--- config.mk ---
export PLATFORM = sky130hd
export DESIGN_NAME = regfile_write_arbiter_flat
export DESIGN_NICKNAME = d
export VERILOG_FILES = /design/src/rtl/regfile_write_arbiter_if.sv /design/src/rtl/regfile_write_arbiter.sv /design/src/flat_wrapper.sv
export SDC_FILE = /design/constraint.sdc
export NUM_CORES = 1
export LEC_CHECK = 0
export CAP_MARGIN = 5
export CORE_MARGIN = 10
export CORE_UTILIZATION = 45
export DETAILED_ROUTE_END_ITERATION = 12
export MAX_ROUTING_LAYER = met4
export PLACE_DENSITY = 0.74
export SLEW_MARGIN = 10
export SYNTH_ARGS = -nofsm -noshare
export SYNTH_HDL_FRONTEND = slang
export SYNTH_SLANG_ARGS = --single-unit
--- constraint.sdc ---
create_clock -name clk -period 5.3 [get_ports clk]
set_clock_uncertainty 0.05 [all_clocks]
set_input_delay 1.06 -clock clk [delete_from_list [all_inputs] [get_ports clk]]
set_output_delay 1.06 -clock clk [all_outputs]
set_load 0.03 [all_outputs]
--- src/rtl/regfile_write_arbiter_if.sv ---
// Write-request bus between the two writeback sources, the register file
// write port and the hazard query from control.
interface regfile_write_arbiter_if;
   logic        req0_valid;
   logic [4:0]  req0_addr;
   logic [31:0] req0_data;
   logic        req0_ready;
   logic        req1_valid;
   logic [4:0]  req1_addr;
   logic [31:0] req1_data;
   logic        req1_ready;
   logic        rf_write_en;
   logic [4:0]  rf_write_address;
   logic [31:0] rf_write_data;
   logic [4:0]  chk_addr;
   logic        chk_pending;

   modport master (
      output req0_valid, req0_addr, req0_data,
      input  req0_ready,
      output req1_valid, req1_addr, req1_data,
      input  req1_ready,
      input  rf_write_en, rf_write_address, rf_write_data,
      output chk_addr,
      input  chk_pending
   );

   modport slave (
      input  req0_valid, req0_addr, req0_data,
      output req0_ready,
      input  req1_valid, req1_addr, req1_data,
      output req1_ready,
      output rf_write_en, rf_write_address, rf_write_data,
      input  chk_addr,
      output chk_pending
   );
endinterface

--- src/rtl/regfile_write_arbiter.sv ---
// Two-source register file write arbiter: one-entry buffer per source,
// round-robin on contention, registered write port and hazard query.
module regfile_write_arbiter #(
   parameter bit DROP_R0 = 1'b1
) (
   input  logic                    clk,
   input  logic                    rst,
   regfile_write_arbiter_if.slave  bus
);

   logic        buf0_full, buf1_full;
   logic [4:0]  buf0_addr, buf1_addr;
   logic [31:0] buf0_data, buf1_data;
   logic        last_grant;   // 1: requester 1 was granted most recently
   logic        grant0, grant1, grant_any, drop;
   logic        load0, load1;
   logic [4:0]  grant_addr;
   logic [31:0] grant_data;
   logic        wr_en;
   logic [4:0]  wr_addr;
   logic [31:0] wr_data;

   always_comb begin
      grant0     = buf0_full & (~buf1_full | last_grant);
      grant1     = buf1_full & (~buf0_full | ~last_grant);
      grant_any  = grant0 | grant1;
      grant_addr = grant0 ? buf0_addr : buf1_addr;
      grant_data = grant0 ? buf0_data : buf1_data;
      drop       = DROP_R0 && (grant_addr == '0);
   end

   assign bus.req0_ready = ~buf0_full | grant0;
   assign bus.req1_ready = ~buf1_full | grant1;
   assign load0          = bus.req0_valid & bus.req0_ready;
   assign load1          = bus.req1_valid & bus.req1_ready;

   always_ff @(posedge clk or posedge rst) begin
      if (rst) begin
         buf0_full <= 1'b0;
         buf0_addr <= '0;
         buf0_data <= '0;
         buf1_full <= 1'b0;
         buf1_addr <= '0;
         buf1_data <= '0;
      end else begin
         if (load0) begin
            buf0_full <= 1'b1;
            buf0_addr <= bus.req0_addr;
            buf0_data <= bus.req0_data;
         end else if (grant0) begin
            buf0_full <= 1'b0;
         end
         if (load1) begin
            buf1_full <= 1'b1;
            buf1_addr <= bus.req1_addr;
            buf1_data <= bus.req1_data;
         end else if (grant1) begin
            buf1_full <= 1'b0;
         end
      end
   end

   // Dropped r0 grants leave address/data untouched so the port stays stable.
   always_ff @(posedge clk or posedge rst) begin
      if (rst) begin
         wr_en      <= 1'b0;
         wr_addr    <= '0;
         wr_data    <= '0;
         last_grant <= 1'b1;
      end else begin
         wr_en <= grant_any & ~drop;
         if (grant_any & ~drop) begin
            wr_addr <= grant_addr;
            wr_data <= grant_data;
         end
         if (grant_any) begin
            last_grant <= grant1;
         end
      end
   end

   assign bus.rf_write_en      = wr_en;
   assign bus.rf_write_address = wr_addr;
   assign bus.rf_write_data    = wr_data;

   always_comb begin
      bus.chk_pending = (buf0_full && (buf0_addr == bus.chk_addr)) ||
                        (buf1_full && (buf1_addr == bus.chk_addr)) ||
                        (wr_en && (wr_addr == bus.chk_addr));
      if (DROP_R0 && (bus.chk_addr == '0)) begin
         bus.chk_pending = 1'b0;
      end
   end

endmodule

--- src/flat_wrapper.sv ---
// flat-port wrapper written by rule: the top's interface ports become plain ports
module regfile_write_arbiter_flat 
#(
   parameter bit DROP_R0 = 1'b1
)
  (clk, rst, bus_req0_valid, bus_req0_addr, bus_req0_data, bus_req0_ready, bus_req1_valid, bus_req1_addr, bus_req1_data, bus_req1_ready, bus_rf_write_en, bus_rf_write_address, bus_rf_write_data, bus_chk_addr, bus_chk_pending);
  regfile_write_arbiter_if bus_i ();
  input  logic clk;
  input  logic rst;
  input wire logic [$bits(bus_i.req0_valid)-1:0] bus_req0_valid;
  input wire logic [$bits(bus_i.req0_addr)-1:0] bus_req0_addr;
  input wire logic [$bits(bus_i.req0_data)-1:0] bus_req0_data;
  output wire logic [$bits(bus_i.req0_ready)-1:0] bus_req0_ready;
  input wire logic [$bits(bus_i.req1_valid)-1:0] bus_req1_valid;
  input wire logic [$bits(bus_i.req1_addr)-1:0] bus_req1_addr;
  input wire logic [$bits(bus_i.req1_data)-1:0] bus_req1_data;
  output wire logic [$bits(bus_i.req1_ready)-1:0] bus_req1_ready;
  output wire logic [$bits(bus_i.rf_write_en)-1:0] bus_rf_write_en;
  output wire logic [$bits(bus_i.rf_write_address)-1:0] bus_rf_write_address;
  output wire logic [$bits(bus_i.rf_write_data)-1:0] bus_rf_write_data;
  input wire logic [$bits(bus_i.chk_addr)-1:0] bus_chk_addr;
  output wire logic [$bits(bus_i.chk_pending)-1:0] bus_chk_pending;
  assign bus_i.req0_valid = bus_req0_valid;
  assign bus_i.req0_addr = bus_req0_addr;
  assign bus_i.req0_data = bus_req0_data;
  assign bus_req0_ready = bus_i.req0_ready;
  assign bus_i.req1_valid = bus_req1_valid;
  assign bus_i.req1_addr = bus_req1_addr;
  assign bus_i.req1_data = bus_req1_data;
  assign bus_req1_ready = bus_i.req1_ready;
  assign bus_rf_write_en = bus_i.rf_write_en;
  assign bus_rf_write_address = bus_i.rf_write_address;
  assign bus_rf_write_data = bus_i.rf_write_data;
  assign bus_i.chk_addr = bus_chk_addr;
  assign bus_chk_pending = bus_i.chk_pending;
  regfile_write_arbiter #(.DROP_R0(DROP_R0)) u_core (.clk(clk), .rst(rst), .bus(bus_i));
endmodule
==> metrics.cfg <==
[clocking]
cts_num_sinks=115
worstSkewPairLatency_ps=510
cts_buffer_depth=2
cts_resized=0
path_clk_slew_ps=50
htreeDepth=4
hold_buffers=0
cts-root-buf=clkbuf_8
post-cts-setup-buffers=0
cts_buffers=17
cts_tree=yes

[grt]
grt_use_total_pct=15.5
grt_max_degree=87
antenna_found_initial=0
grt_pass1_wl_mm=18.9
grt_pass1_vias=3493
grt-ovfl-total=0

[timing]
setup_tns_ps=0
maxSlewHeadroom_pct=27.9
layout_min_cycle_time_ps=4160
slew_violations=0
worst_slew_pin_slew_ps=1080
setup_viol=0
fmax_ghz=0.240
hold_viol_final=0
period_share_pct=78.5
rsz0062_at_grt=false

[route]
wire_per_inst_um=19.3
vias=3067
drt-initial-drc-count=125
drc=0
drt-total-wl_mm=11.6
ant_nets=0
first_pass_iters=4
drt-vias-per-instance=5.10

[floorplan]
initial_core_util_pct=46.0
ioPinCount=124
die_h_um=125
coreArea_sq_mm=0.0108
dieArea_sq_mm=0.0157
die_w_um=125
rows=38

[logic_synthesis]
ys.warnings.count=0
syn_inst=318
ys.flop_type=dfrtp_1
ys_top_cells_by_count=129 x mux2_2, 114 x dfrtp_1, 19 x mux2_4
synth_area_sq_mm=0.00499
synth.distinct_cells=21
seq_area_frac_synth_pct=57.7
ys_top_cells_by_area=dfrtp_1 57%, mux2_2 29%, mux2_4 5.7%, xor2_1 2.1%, buf_2 1.1%
synth_edf_count=0
synth_top_cell_area_share_pct=57.2
ys_async_sr_fraction_pct=100
syn_area_per_cell_sq_um=15.7
synth_area_leader_cell=dfrtp_1
synth-seq-cells=115
synth_nets=401
yosysMostFrequentCell=mux2_2

[power]
power_switching_mw=1.32
powerDensity_mw_per_mm2=586
p_seq_share_pct=34.3
pwr-share-comb_pct=38.7
p_sw_share_pct=32.5
ir_drop_mv=0.328
p_leak_nw=2.89
intPower_mw=2.74
pwr-share-clk_pct=27.0

[finish]
synthToLayoutAreaGrowth_pct=38.7
fin_util_pct=63.8
antennaDiodeCount=0
drive_gt1_share_pct=40.8
final_nets=531

[worst_setup_path]
path_max_fanout=4
cp-start-kind=primary input
worstPathArrival_ps=3050
crit_type=primary input to primary output
crit_required_ps=4190
worst_setup_path_end_kind=primary output

[hold_path]
hold_path_class=flop to flop

[placed_design]
portBuffers=123
gp_congestion=0.851
hpwl_mm=7.78

[outcome]
status=finished, final reports clean

[job]
cap_violations=0

-- layout by cell type (no fill, tap or decap) --
cell type	instances
xnor2_1	3
xor2_1	12
dfstp_2	1
nor4_1	3
inv_4	1
clkdlybuf4s50_1	123
dfrtp_1	114
a21oi_1	1
mux2_2	129
clkbuf_1	1
inv_1	1
mux2_4	19
o21ai_0	1
nor2_1	2
nand3_1	3
clkbuf_8	3
nand2b_1	3
and2_1	1
nand2_1	1
o211ai_2	1
nand2_2	3
bufinv_16	2
buf_4	2
clkinv_4	2
o21ai_4	1
clkinvlp_4	6
clkbuf_16	16
or4_1	3
a32oi_1	1
clkinv_2	2
-- flip-flops by register name, summed over array words and instances, names as in the netlist, 5 cells and up --
signal                       cells
u_core.buf1_data                32
u_core.buf0_addr                 5
u_core.buf1_addr                 5
u_core.bus.rf_write_address      5
u_core.buf0_data                32
u_core.bus.rf_write_data        32
-- power groups by stage --
stage                     Combinational (mW)  Clock (mW)  Sequential [mW]
after floorplan                        0.790           0             1.64
after global placement                  1.57           0             1.39
after detailed placement                1.59           0             1.40
after CTS                               1.60        1.12             1.39
after global routing                    1.68        1.17             1.43
final                                   1.57        1.10             1.39
-- path summary, 6_finish.rpt --
kind,endpoint,cells after the start,from,slack (ps)
setup / recovery,bus_chk_pending,6,bus_chk_addr[1],1140
hold / removal,u_core.buf1_data[30]$_DFFE_PP0P_,1,u_core.buf1_data[30]$_DFFE_PP0P_,450
setup reg to reg,u_core.bus.rf_write_data[15]$_DFFE_PP0P_,5,u_core.last_grant$_DFFE_PP1P_,2460
hold reg to reg,u_core.buf1_data[30]$_DFFE_PP0P_,1,u_core.buf1_data[30]$_DFFE_PP0P_,450
max in group asynchronous,u_core.last_grant$_DFFE_PP1P_,3,rst,3100
min in group asynchronous,u_core.bus.rf_write_data[17]$_DFFE_PP0P_,2,rst,1100
-- through the flow --
step / std cells / hold slack, ps / cell area [sq um] / total power [mW] / worst slack, ps
6_report: 601 / 448 / 6920 / 4.06 / 1140
2_1_floorplan: 318 / 424 / 4990 / 2.43 / 1150
3_5_place_dp: 569 / 440 / 6340 / 2.99 / 1130
4_1_cts: 601 / 454 / 6920 / 4.11 / 1120
3_3_place_gp: 569 / 432 / 6340 / 2.96 / 1190
5_1_grt: 601 / 467 / 6920 / 4.28 / 987
-- per-layer routing --
layer	vias up	wire, um	part of all wire, %	global-route usage (%)
li1	1402	-	-	-
met1	1550	5310	46	19.3
met2	98	5420	47	22.9
met3	17	742	6.4	6.04
met4	0	160	1.4	4.88
met5	-	0	0	-
-- cells by family after synthesis --
family,Yosys count,synth area share (%)
simple gates,19,2.08
compound gates,5,0.802
buf+inv,16,1.93
flops,115,57.7
xor+xnor,15,2.63
mux,148,34.8
-- cell type report --
cell class                 instances  area [sq um]
clock buffer                      20           445
clock inverter                    12           133
fill                             851          3920
inverter                           2          10.0
multi-input combinational        187          2030
sequential                       115          2880
tap                              140           175
timing repair buffer             125          1250
-- worst max-delay path: stages --
cell	delay [ps]
clkdlybuf4s50_1	490
xor2_1	180
nor4_1	330
a32oi_1	150
a21oi_1	150
clkdlybuf4s50_1	690
No activity file was read; power rests on OpenSTA's default activity.
